$ cat src/rtl/module_top_enco_gray_pkg.sv
// Shared widths, segment patterns and helpers for the binary-to-Gray encoder board design.
// Used by both builds; the optional auto-count feature is controlled by GRAY_AUTO_COUNT_EN.
package pkg_enco_gray;

    localparam int DATA_W = 4;
    localparam int SEG_W  = 7;
    localparam int DIG_N  = 2;

    // Segment patterns {g,f,e,d,c,b,a}, active-low (0 = segment lit)
    localparam logic [SEG_W-1:0] SEG_LUT [0:9] = '{
        7'h40, 7'h79, 7'h24, 7'h30, 7'h19,
        7'h12, 7'h02, 7'h78, 7'h00, 7'h10
    };
    localparam logic [SEG_W-1:0] SEG_BLANK = 7'h7F;
    localparam logic [DIG_N-1:0] ANODE_OFF = 2'b11;

    function automatic logic [DATA_W-1:0] bin2gray(input logic [DATA_W-1:0] bin);
        return bin ^ (bin >> 1);
    endfunction

    function automatic logic [SEG_W-1:0] segOf(input logic [DATA_W-1:0] digit);
        case (digit)
            4'd0:    return SEG_LUT[0];
            4'd1:    return SEG_LUT[1];
            4'd2:    return SEG_LUT[2];
            4'd3:    return SEG_LUT[3];
            4'd4:    return SEG_LUT[4];
            4'd5:    return SEG_LUT[5];
            4'd6:    return SEG_LUT[6];
            4'd7:    return SEG_LUT[7];
            4'd8:    return SEG_LUT[8];
            4'd9:    return SEG_LUT[9];
            default: return SEG_BLANK;
        endcase
    endfunction

endpackage

$ cat src/rtl/module_top_enco_gray_seg_scan.sv
// Two-digit multiplexed 7-segment scanner: alternates units/tens slots every
// DISPLAY_REFRESH cycles, blanking a leading zero in the tens slot.
module module_seg_scan_enco
    import pkg_enco_gray::*;
#(
    parameter int DISPLAY_REFRESH = 27000
) (
    input  logic              clk_i,
    input  logic              rst_i,
    input  logic              tens_i,
    input  logic [DATA_W-1:0] units_i,
    output logic [DIG_N-1:0]  anode_o,
    output logic [SEG_W-1:0]  cathode_o
);

    localparam int DSP_W = $clog2(DISPLAY_REFRESH);
    localparam logic [DSP_W-1:0] DSP_LAST = DSP_W'(DISPLAY_REFRESH - 1);

    localparam logic SEL_UNITS = 1'b0;
    localparam logic SEL_TENS  = 1'b1;

    logic [DSP_W-1:0] r_dspCnt;
    logic             r_sel;
    logic             w_wrap;

    assign w_wrap = (r_dspCnt == DSP_LAST);

    // r_sel names the slot shown at the next wrap, so the first slot after reset is units
    always_ff @(posedge clk_i) begin
        if (rst_i) begin
            r_dspCnt  <= '0;
            r_sel     <= SEL_UNITS;
            anode_o   <= ANODE_OFF;
            cathode_o <= SEG_BLANK;
        end else if (w_wrap) begin
            r_dspCnt <= '0;
            r_sel    <= ~r_sel;
            if (r_sel == SEL_UNITS) begin
                anode_o   <= 2'b10;
                cathode_o <= segOf(units_i);
            end else begin
                anode_o   <= 2'b01;
                cathode_o <= tens_i ? SEG_LUT[1] : SEG_BLANK;
            end
        end else begin
            r_dspCnt <= r_dspCnt + 1'b1;
        end
    end

endmodule

$ cat src/rtl/module_top_enco_gray.sv
// Binary-to-Gray encoder top: samples the switches at a slow refresh, drives Gray code on
// active-low LEDs and the decimal value on the scanned display. Option: GRAY_AUTO_COUNT_EN.
module module_top_enco_gray
    import pkg_enco_gray::*;
#(
    parameter int INPUT_REFRESH   = 2700000,
    parameter int DISPLAY_REFRESH = 27000
) (
    input  logic              clk_pi,
    input  logic              rst_pi,
`ifdef GRAY_AUTO_COUNT_EN
    input  logic              auto_pi,
`endif
    input  logic [DATA_W-1:0] bin_code_pi,
    output logic [DATA_W-1:0] led_gray_code_po,
    output logic [DIG_N-1:0]  anode_po,
    output logic [SEG_W-1:0]  cathode_po
);

    localparam int IN_W = $clog2(INPUT_REFRESH);
    localparam logic [IN_W-1:0] IN_LAST = IN_W'(INPUT_REFRESH - 1);

    logic [DATA_W-1:0] r_binS1;
    logic [DATA_W-1:0] r_binS2;
    logic [IN_W-1:0]   r_inCnt;
    logic [DATA_W-1:0] r_binQ;
    logic [DATA_W-1:0] r_grayQ;
    logic              w_inTick;
    logic              w_tens;
    logic [DATA_W-1:0] w_units;

    always_ff @(posedge clk_pi) begin
        if (rst_pi) begin
            r_binS1 <= '0;
            r_binS2 <= '0;
        end else begin
            r_binS1 <= bin_code_pi;
            r_binS2 <= r_binS1;
        end
    end

`ifdef GRAY_AUTO_COUNT_EN
    logic r_autoS1;
    logic r_autoS2;

    always_ff @(posedge clk_pi) begin
        if (rst_pi) begin
            r_autoS1 <= 1'b0;
            r_autoS2 <= 1'b0;
        end else begin
            r_autoS1 <= auto_pi;
            r_autoS2 <= r_autoS1;
        end
    end
`endif

    assign w_inTick = (r_inCnt == IN_LAST);

    // Sampling only at the tick is what debounces the switches
    always_ff @(posedge clk_pi) begin
        if (rst_pi) begin
            r_inCnt <= '0;
            r_binQ  <= '0;
            r_grayQ <= '0;
        end else begin
            r_inCnt <= w_inTick ? '0 : r_inCnt + 1'b1;
            if (w_inTick) begin
`ifdef GRAY_AUTO_COUNT_EN
                r_binQ <= r_autoS2 ? r_binQ + 1'b1 : r_binS2;
`else
                r_binQ <= r_binS2;
`endif
            end
            r_grayQ <= bin2gray(r_binQ);
        end
    end

    assign led_gray_code_po = ~r_grayQ;

    assign w_tens  = (r_binQ >= 4'd10);
    assign w_units = w_tens ? r_binQ - 4'd10 : r_binQ;

    module_seg_scan_enco #(
        .DISPLAY_REFRESH (DISPLAY_REFRESH)
    ) u_segScan (
        .clk_i     (clk_pi),
        .rst_i     (rst_pi),
        .tens_i    (w_tens),
        .units_i   (w_units),
        .anode_o   (anode_po),
        .cathode_o (cathode_po)
    );

endmodule

$ cat config.mk
export PLATFORM = sky130hd
export DESIGN_NAME = module_top_enco_gray
export DESIGN_NICKNAME = d
export VERILOG_FILES = /design/src/rtl/module_top_enco_gray_pkg.sv /design/src/rtl/module_top_enco_gray_seg_scan.sv /design/src/rtl/module_top_enco_gray.sv
export SDC_FILE = /design/constraint.sdc
export NUM_CORES = 1
export LEC_CHECK = 0
export ABC_AREA = 1
export BUFFER_PORTS_ARGS = -buffer_cell sky130_fd_sc_hd__buf_2
export CELL_PAD_IN_SITES_DETAIL_PLACEMENT = 2
export CELL_PAD_IN_SITES_GLOBAL_PLACEMENT = 2
export CORE_ASPECT_RATIO = 0.75
export CORE_MARGIN = 1.5
export CORE_UTILIZATION = 30
export DETAILED_ROUTE_END_ITERATION = 16
export GPL_TIMING_DRIVEN = 0
export HOLD_SLACK_MARGIN = 0.12
export PLACE_DENSITY = 0.81
export SKIP_CTS_REPAIR_TIMING = 1
export SLEW_MARGIN = 5
export SYNTH_ARGS = -nofsm -noshare
export SYNTH_HDL_FRONTEND = slang
export SYNTH_SLANG_ARGS = --single-unit
$ cat constraint.sdc
create_clock -name clk_pi -period 2.5 [get_ports clk_pi]
set_input_delay 0 -clock clk_pi [delete_from_list [all_inputs] [get_ports clk_pi]]
set_output_delay 0 -clock clk_pi [all_outputs]
set_load 0.01 [all_outputs]
Yosys cells after proc, flatten, opt, wreduce, memory -nomap -nowiden
Memories as Yosys holds them, arrays and structs flattened.
Cells that the tools add are included.
{ "word_totals": {"output_inout_bits": 13, "memories": 1, "romBits": 112, "inputBits": 6, "reg_bits": 63} }
{ "memory_table": {"columns": ["memory", "words", "width", "read_ports", "rd_clocked_by_memory_dff", "write_ports", "line_no", "source"], "rows": [
  ["(name not given)", 16, 7, 1, 0, 0, "module_top_enco_gray_pkg.sv:22", "case (digit)"]
]} }
{ "classes": {"reduce_logical": 2, "addsub": 3, "n_eq_ne": 2, "bitwise_logic": 3, "n_mux": 4, "n_lt_le_gt_ge": 1} }
{ "ops": {"columns": ["operator", "n"], "rows": [
  ["adder 22 x 1 -> 22 bit, second input constant", 1],
  ["== test 22 bit, second input constant", 1],
  ["adder 15 x 1 -> 15 bit, second input constant", 1],
  ["== test 15 bit, second input constant", 1],
  ["2-to-1 mux 7 bit", 1],
  [">= comparator 4 bit, second input constant", 1],
  ["2-to-1 mux 4 bit", 1],
  ["inverter 4 bit", 1],
  ["OR reduction 2 bit", 2],
  ["subtractor 4 bit, second input constant", 1],
  ["bitwise XOR 4 x 3 -> 4 bit", 1],
  ["2-to-1 mux 3 bit", 1],
  ["2-to-1 mux 2 bit", 1],
  ["inverter 1 bit", 1]
]} }

Longest topological paths before layout
An unclocked memory read counts as a cell.
{ "depth": {"ltp_word": 4, "mapped_depth": 15, "mapped_depth_nobuf": 15} }

Cells and area by module
Synthesis repeated with hierarchy kept, for this count alone.
{ "unflattened": {"hier_cells": 473, "hier_area_um2": 3325.7} }
{ "by_module_without_submodules": {"columns": ["module", "instances", "cells_per_inst", "area_each_um2"], "rows": [
  ["module_top_enco_gray", 1, 263, 1891.8],
  ["module_seg_scan_enco", 1, 210, 1433.9]
]} }

Worst setup path after synthesis
OpenSTA, ideal clock, no wires.
{ "synth_timing": {"kind": "register to register", "start": "register r_binQ[0]", "end": "register u_segScan.cathode_o[5]", "setup_time_ns": 0.117, "required_ns": 2.383, "t_arrival_ns": 1.622, "setup_slack_ns": 0.761, "n_path_buf": 0, "synth_period_minus_slack_ns": 1.739, "path_stages_with_launch": 11, "cell_sequence": "dfxtp_1 > inv_1 > ha_1 > nand2_1 > nand4_1 > nand2_1 > inv_1 > ha_1 > or2_2 > nand3_1 > a21oi_1"} }
{ "synth_via": {"elab_chain_cells": 4, "word_cells_on_any_way": 5, "classes_between": "add/sub (1); order compare (1); mux (2); memory (1)"} }
{ "synth_rtl": {"columns": ["item", "line_no", "source"], "rows": [
  ["from (decl)", "module_top_enco_gray.sv:26", "logic [DATA_W-1:0] r_binQ;"],
  ["from (signal assigned)", "module_top_enco_gray.sv:71", "r_binQ <= r_binS2;"],
  ["subtractor 4 bit / >= comparator 4 bit (equally long branches)", "module_top_enco_gray.sv:81, module_top_enco_gray.sv:80", null],
  ["2-to-1 mux 4 bit *", "module_top_enco_gray.sv:81", "assign w_units = w_tens ? r_binQ - 4'd10 : r_binQ;"],
  ["memory read (16 x 7 bit) *", null, null],
  ["2-to-1 mux 7 bit *", "module_top_enco_gray_seg_scan.sv:38", "if (r_sel == SEL_UNITS) begin"],
  ["to (signal assigned)", "module_top_enco_gray_seg_scan.sv:40", "cathode_o <= segOf(units_i);"],
  ["to (signal assigned)", "module_top_enco_gray_seg_scan.sv:43", "cathode_o <= tens_i ? SEG_LUT[1] : SEG_BLANK;"],
  ["to (decl)", "module_top_enco_gray_seg_scan.sv:13", "output logic [SEG_W-1:0] cathode_o"]
]} }
Mark *: on every way between the ends. The rest lies on a longest branch, timed or not.
A chain may end at the register's enable or synchronous reset.

Worst setup path in the final report
Ends and elaborated chain as after synthesis.

==> load_flow_metrics.sql <==
INSERT INTO impl_metrics (metric_group, metric, value, unit) VALUES
('power', 'power_density_of_the_placed_cells', '630', 'nW/um2'),
('global_route', 'grt_start_max_net_pins', '11', ''),
('yosys', 'synth_sequential_area_ratio', '0.402', ''),
('global_route', 'grt_overflow', '0', ''),
('floorplanning', 'fp-row-count', '32', ''),
('placement', 'io_buffer_count', '18', ''),
('drt', 'drt_antenna_net_count', '0', ''),
('drt', 'drtPass1Iterations', '4', ''),
('timing', 'final.period_utilization', '0.844', ''),
('timing', 'unrepaired_setup_endpoints_after_global_routing', 'no', ''),
('drt', 'detail_route.wirelength.met1', '4800', 'um'),
('placement', 'gpl.final_weighted_congestion', '0.843', ''),
('yosys', 'syn-cell-area', '3130', 'um2'),
('drt', 'detailroute.via_count', '2913', ''),
('placement', 'detailed_place.area', '3390', 'um2'),
('worst_setup_path', 'critical_path.slowest_cell', 'sky130_fd_sc_hd__dfxtp_1', ''),
('timing', 'slew_viol_final', '0', ''),
('worst_setup_path', 'critPathBufInv', '2', ''),
('yosys', 'yosys.area.top_type', 'sky130_fd_sc_hd__dfxtp_1', ''),
('hold_path', 'min_path_cells', '2', ''),
('job', 'maxCapViolCount', '0', ''),
('yosys', 'primary_flip_flop_cell_chosen_by_synthesis_mapping', 'sky130_fd_sc_hd__dfxtp_1', ''),
('clock_network', 'clock_sink_count', '63', ''),
('layout', 'fin_util', '0.367', ''),
('worst_setup_path', 'critPathArrivalTime', '2.33', 'ns'),
('power', 'worst_ir_drop_vdd', '382', 'uV'),
('worst_setup_path', 'timing.critical_path.cells', 'inv_1 > ha_1 > nand2_1 > nand4_1 > nand2_1 > inv_1 > ha_1 > or2_2 > nand3_1 > a21oi_1', ''),
('drt', 'vias_per_cell', '4.76', ''),
('timing', 'timing.max_slew.rel_slack', '0.712', ''),
('clock_network', 'cts.htree.levels', '3', ''),
('hold_path', 'min_delay_path_class', 'flop to flop', ''),
('outcome', 'run_status', 'finished, final reports clean', ''),
('layout', 'num-fill-cells', '1222', ''),
('layout', 'num_antenna_cells', '0', ''),
('yosys', 'yosys-top-cells-area', 'sky130_fd_sc_hd__dfxtp_1 (40%), sky130_fd_sc_hd__nand2_1 (12%), sky130_fd_sc_hd__nor2_1 (8.4%), sky130_fd_sc_hd__inv_1 (7.7%), sky130_fd_sc_hd__a21oi_1 (4.0%)', ''),
('floorplanning', 'die-area', '11100', 'um2'),
('clock_network', 'path_clk_slew', '0.05', 'ns'),
('worst_setup_path', 'worstPathRequired', '2.72', 'ns'),
('yosys', 'avgSynthCellArea', '7.16', 'um2'),
('clock_network', 'cts_root_buf', 'sky130_fd_sc_hd__clkbuf_16', ''),
('timing', 'worstMarginPinSlew', '0.432', 'ns'),
('yosys', 'synth_enable_flop_cells', '0', ''),
('layout', 'post_layout_net_count', '487', ''),
('worst_setup_path', 'r2r.worst_path.cells', '10', ''),
('worst_setup_path', 'r2r_slack', '0.39', 'ns'),
('yosys', 'postSynthNetCount', '453', ''),
('placement', 'place.detailed.hpwl', '7050', 'um'),
('yosys', 'yosys_register_bits', '63', ''),
('global_route', 'wire_length_of_the_first_global_routing_pass', '16300', 'um'),
('layout', 'synthToLayoutAreaGrowth', '19.4', '%'),
('hold_path', 'worst_hold_startpoint', 'r_binS1[2]', ''),
('worst_setup_path', 'timing.rr.end', 'u_segScan.cathode_o[5]', ''),
('global_route', 'grt_antenna_before_repair', '0', ''),
('timing', 'setup_viol', '0', ''),
('worst_setup_path', 'worst_setup_end_kind', 'flop', ''),
('timing', 'fmax', '0.474', 'GHz'),
('drt', 'drc', '0', ''),
('clock_network', 'cts_tree', 'yes', ''),
('drt', 'wl_met3', '188', 'um'),
('worst_setup_path', 'worstReg2RegStart', 'r_binQ[0]', ''),
('global_route', 'grt_use_total', '0.192', ''),
('yosys', 'yosys_warnings', '0', ''),
('drt', 'wl_met2', '4550', 'um'),
('floorplanning', 'die_width', '121', 'um'),
('yosys', 'netlist_instances', '438', ''),
('layout', 'final_design_area_no_fill', '3740', 'um2'),
('timing', 'setup_tns', '0', 'ns'),
('hold_path', 'holdPathEnd', 'r_binS2[2]', ''),
('floorplanning', 'dieHeight', '91.5', 'um'),
('timing', 'maximum_clock_skew_at_final_layout', '0.00786', 'ns'),
('worst_setup_path', 'peak_per_stage_delay_on_the_critical_path', '0.37', 'ns');
==> layout by cell type (no fill, tap or decap), types with 2 or more instances in the layout <==
master,Yosys,final
sky130_fd_sc_hd__o21ai_1,3,3
sky130_fd_sc_hd__nor3b_1,3,3
sky130_fd_sc_hd__nor4_1,2,2
sky130_fd_sc_hd__nor2_2,2,2
sky130_fd_sc_hd__dlygate4sd3_1,0,5
sky130_fd_sc_hd__o21ai_0,4,4
sky130_fd_sc_hd__nand3_2,2,2
sky130_fd_sc_hd__clkbuf_8,0,2
sky130_fd_sc_hd__nand2_4,2,2
sky130_fd_sc_hd__xor2_1,3,3
sky130_fd_sc_hd__nor3_2,4,4
sky130_fd_sc_hd__clkbuf_1,1,2
sky130_fd_sc_hd__nor2_1,70,70
sky130_fd_sc_hd__dfxtp_1,63,63
sky130_fd_sc_hd__a21oi_1,25,25
sky130_fd_sc_hd__inv_2,2,2
sky130_fd_sc_hd__xnor2_1,3,3
sky130_fd_sc_hd__nand2_1,100,100
sky130_fd_sc_hd__buf_4,2,2
sky130_fd_sc_hd__nand4_1,17,17
sky130_fd_sc_hd__nand3_1,19,19
sky130_fd_sc_hd__or2_2,4,4
sky130_fd_sc_hd__ha_1,9,9
sky130_fd_sc_hd__clkbuf_16,0,9
sky130_fd_sc_hd__buf_6,2,2
sky130_fd_sc_hd__or2_0,3,3
sky130_fd_sc_hd__nor3_1,12,12
sky130_fd_sc_hd__nand2_2,4,4
sky130_fd_sc_hd__inv_1,64,64
sky130_fd_sc_hd__nor3_4,2,2
sky130_fd_sc_hd__nand3b_1,3,3
sky130_fd_sc_hd__buf_2,0,18
==> sequential cells by signal, indices dropped and copies added (netlist names) <==
signal / cells
r_binQ: 4
r_binS1: 4
u_segScan.anode_o: 2
r_binS2: 4
r_grayQ: 4
u_segScan.cathode_o: 7
u_segScan.r_dspCnt: 15
u_segScan.r_sel: 1
r_inCnt: 22
==> metal layers <==
layer / global-route usage / vias up
met3: 0.0452 / 9
met1: 0.259 / 1423
met5: 0 / -
li1: - / 1459
met2: 0.304 / 22
met4: 0.0588 / 0
==> worst reg2reg max path: stages (launching register included) <==
cell	delay, ns
sky130_fd_sc_hd__dfxtp_1	0.37
sky130_fd_sc_hd__inv_1	0.15
sky130_fd_sc_hd__ha_1	0.23
sky130_fd_sc_hd__nand2_1	0.15
sky130_fd_sc_hd__nand4_1	0.12
sky130_fd_sc_hd__nand2_1	0.20
sky130_fd_sc_hd__inv_1	0.09
sky130_fd_sc_hd__ha_1	0.21
sky130_fd_sc_hd__or2_2	0.30
sky130_fd_sc_hd__nand3_1	0.11
sky130_fd_sc_hd__a21oi_1	0.08
==> stage by stage <==
stage / power, mW / setup slack [ns] / hold slack (ns) / instances
floorplan: 1.08 / 0.761 / 0.0712 / 438
global placement: 1.10 / 0.535 / 0.210 / 592
detailed placement: 1.11 / 0.397 / 0.214 / 592
CTS: 2.38 / 0.367 / -0.138 / 607
global route: 2.45 / 0.167 / 0.427 / 612
finish: 2.36 / 0.389 / 0.401 / 612
==> area by class of cell <==
| cell class | instances | area [um2] | area share |
|---|---|---|---|
| sequential | 63 | 1260 | 0.337 |
| timing repair buffer | 23 | 140 | 0.0374 |
| clock buffer | 12 | 256 | 0.0685 |
| multi-input combinational | 304 | 1580 | 0.423 |
| tap | 136 | 170 | 0.0455 |
| clock inverter | 3 | 42.5 | 0.0114 |
| buffer | 5 | 41.3 | 0.0110 |
| inverter | 66 | 248 | 0.0662 |
==> worst max path at each step <==
stage                    from                endpoint  slack (ns)  depth (start not counted)
floorplan           r_binQ[0]  u_segScan.cathode_o[5]        0.76                         10
global placement    r_binQ[0]  u_segScan.cathode_o[5]        0.54                         11
detailed placement  r_binQ[0]  u_segScan.cathode_o[5]        0.40                         10
CTS                 r_binQ[0]  u_segScan.cathode_o[5]        0.37                         10
global route        r_binQ[0]  u_segScan.cathode_o[1]        0.17                         13
finish              r_binQ[0]  u_segScan.cathode_o[5]        0.39                         10
==> power by group <==
group	total [mW]	switching, mW	internal, mW
registers	1.03	0.0114	1.02
logic	0.0621	0.0380	0.0241
clock network	1.27	0.447	0.818
==> cells by family (layout without fill, tap and decap cells) <==
kind of cell / count (synthesis) / after routing / share of synthesized area
xor+xnor: 6 / 6 / 0.0168
fa+ha+maj: 9 / 9 / 0.0359
compound gates: 35 / 35 / 0.0583
buf+inv: 71 / 109 / 0.0922
simple gates: 254 / 254 / 0.394
flops: 63 / 63 / 0.402
No activity file was read; power rests on OpenSTA's default activity.
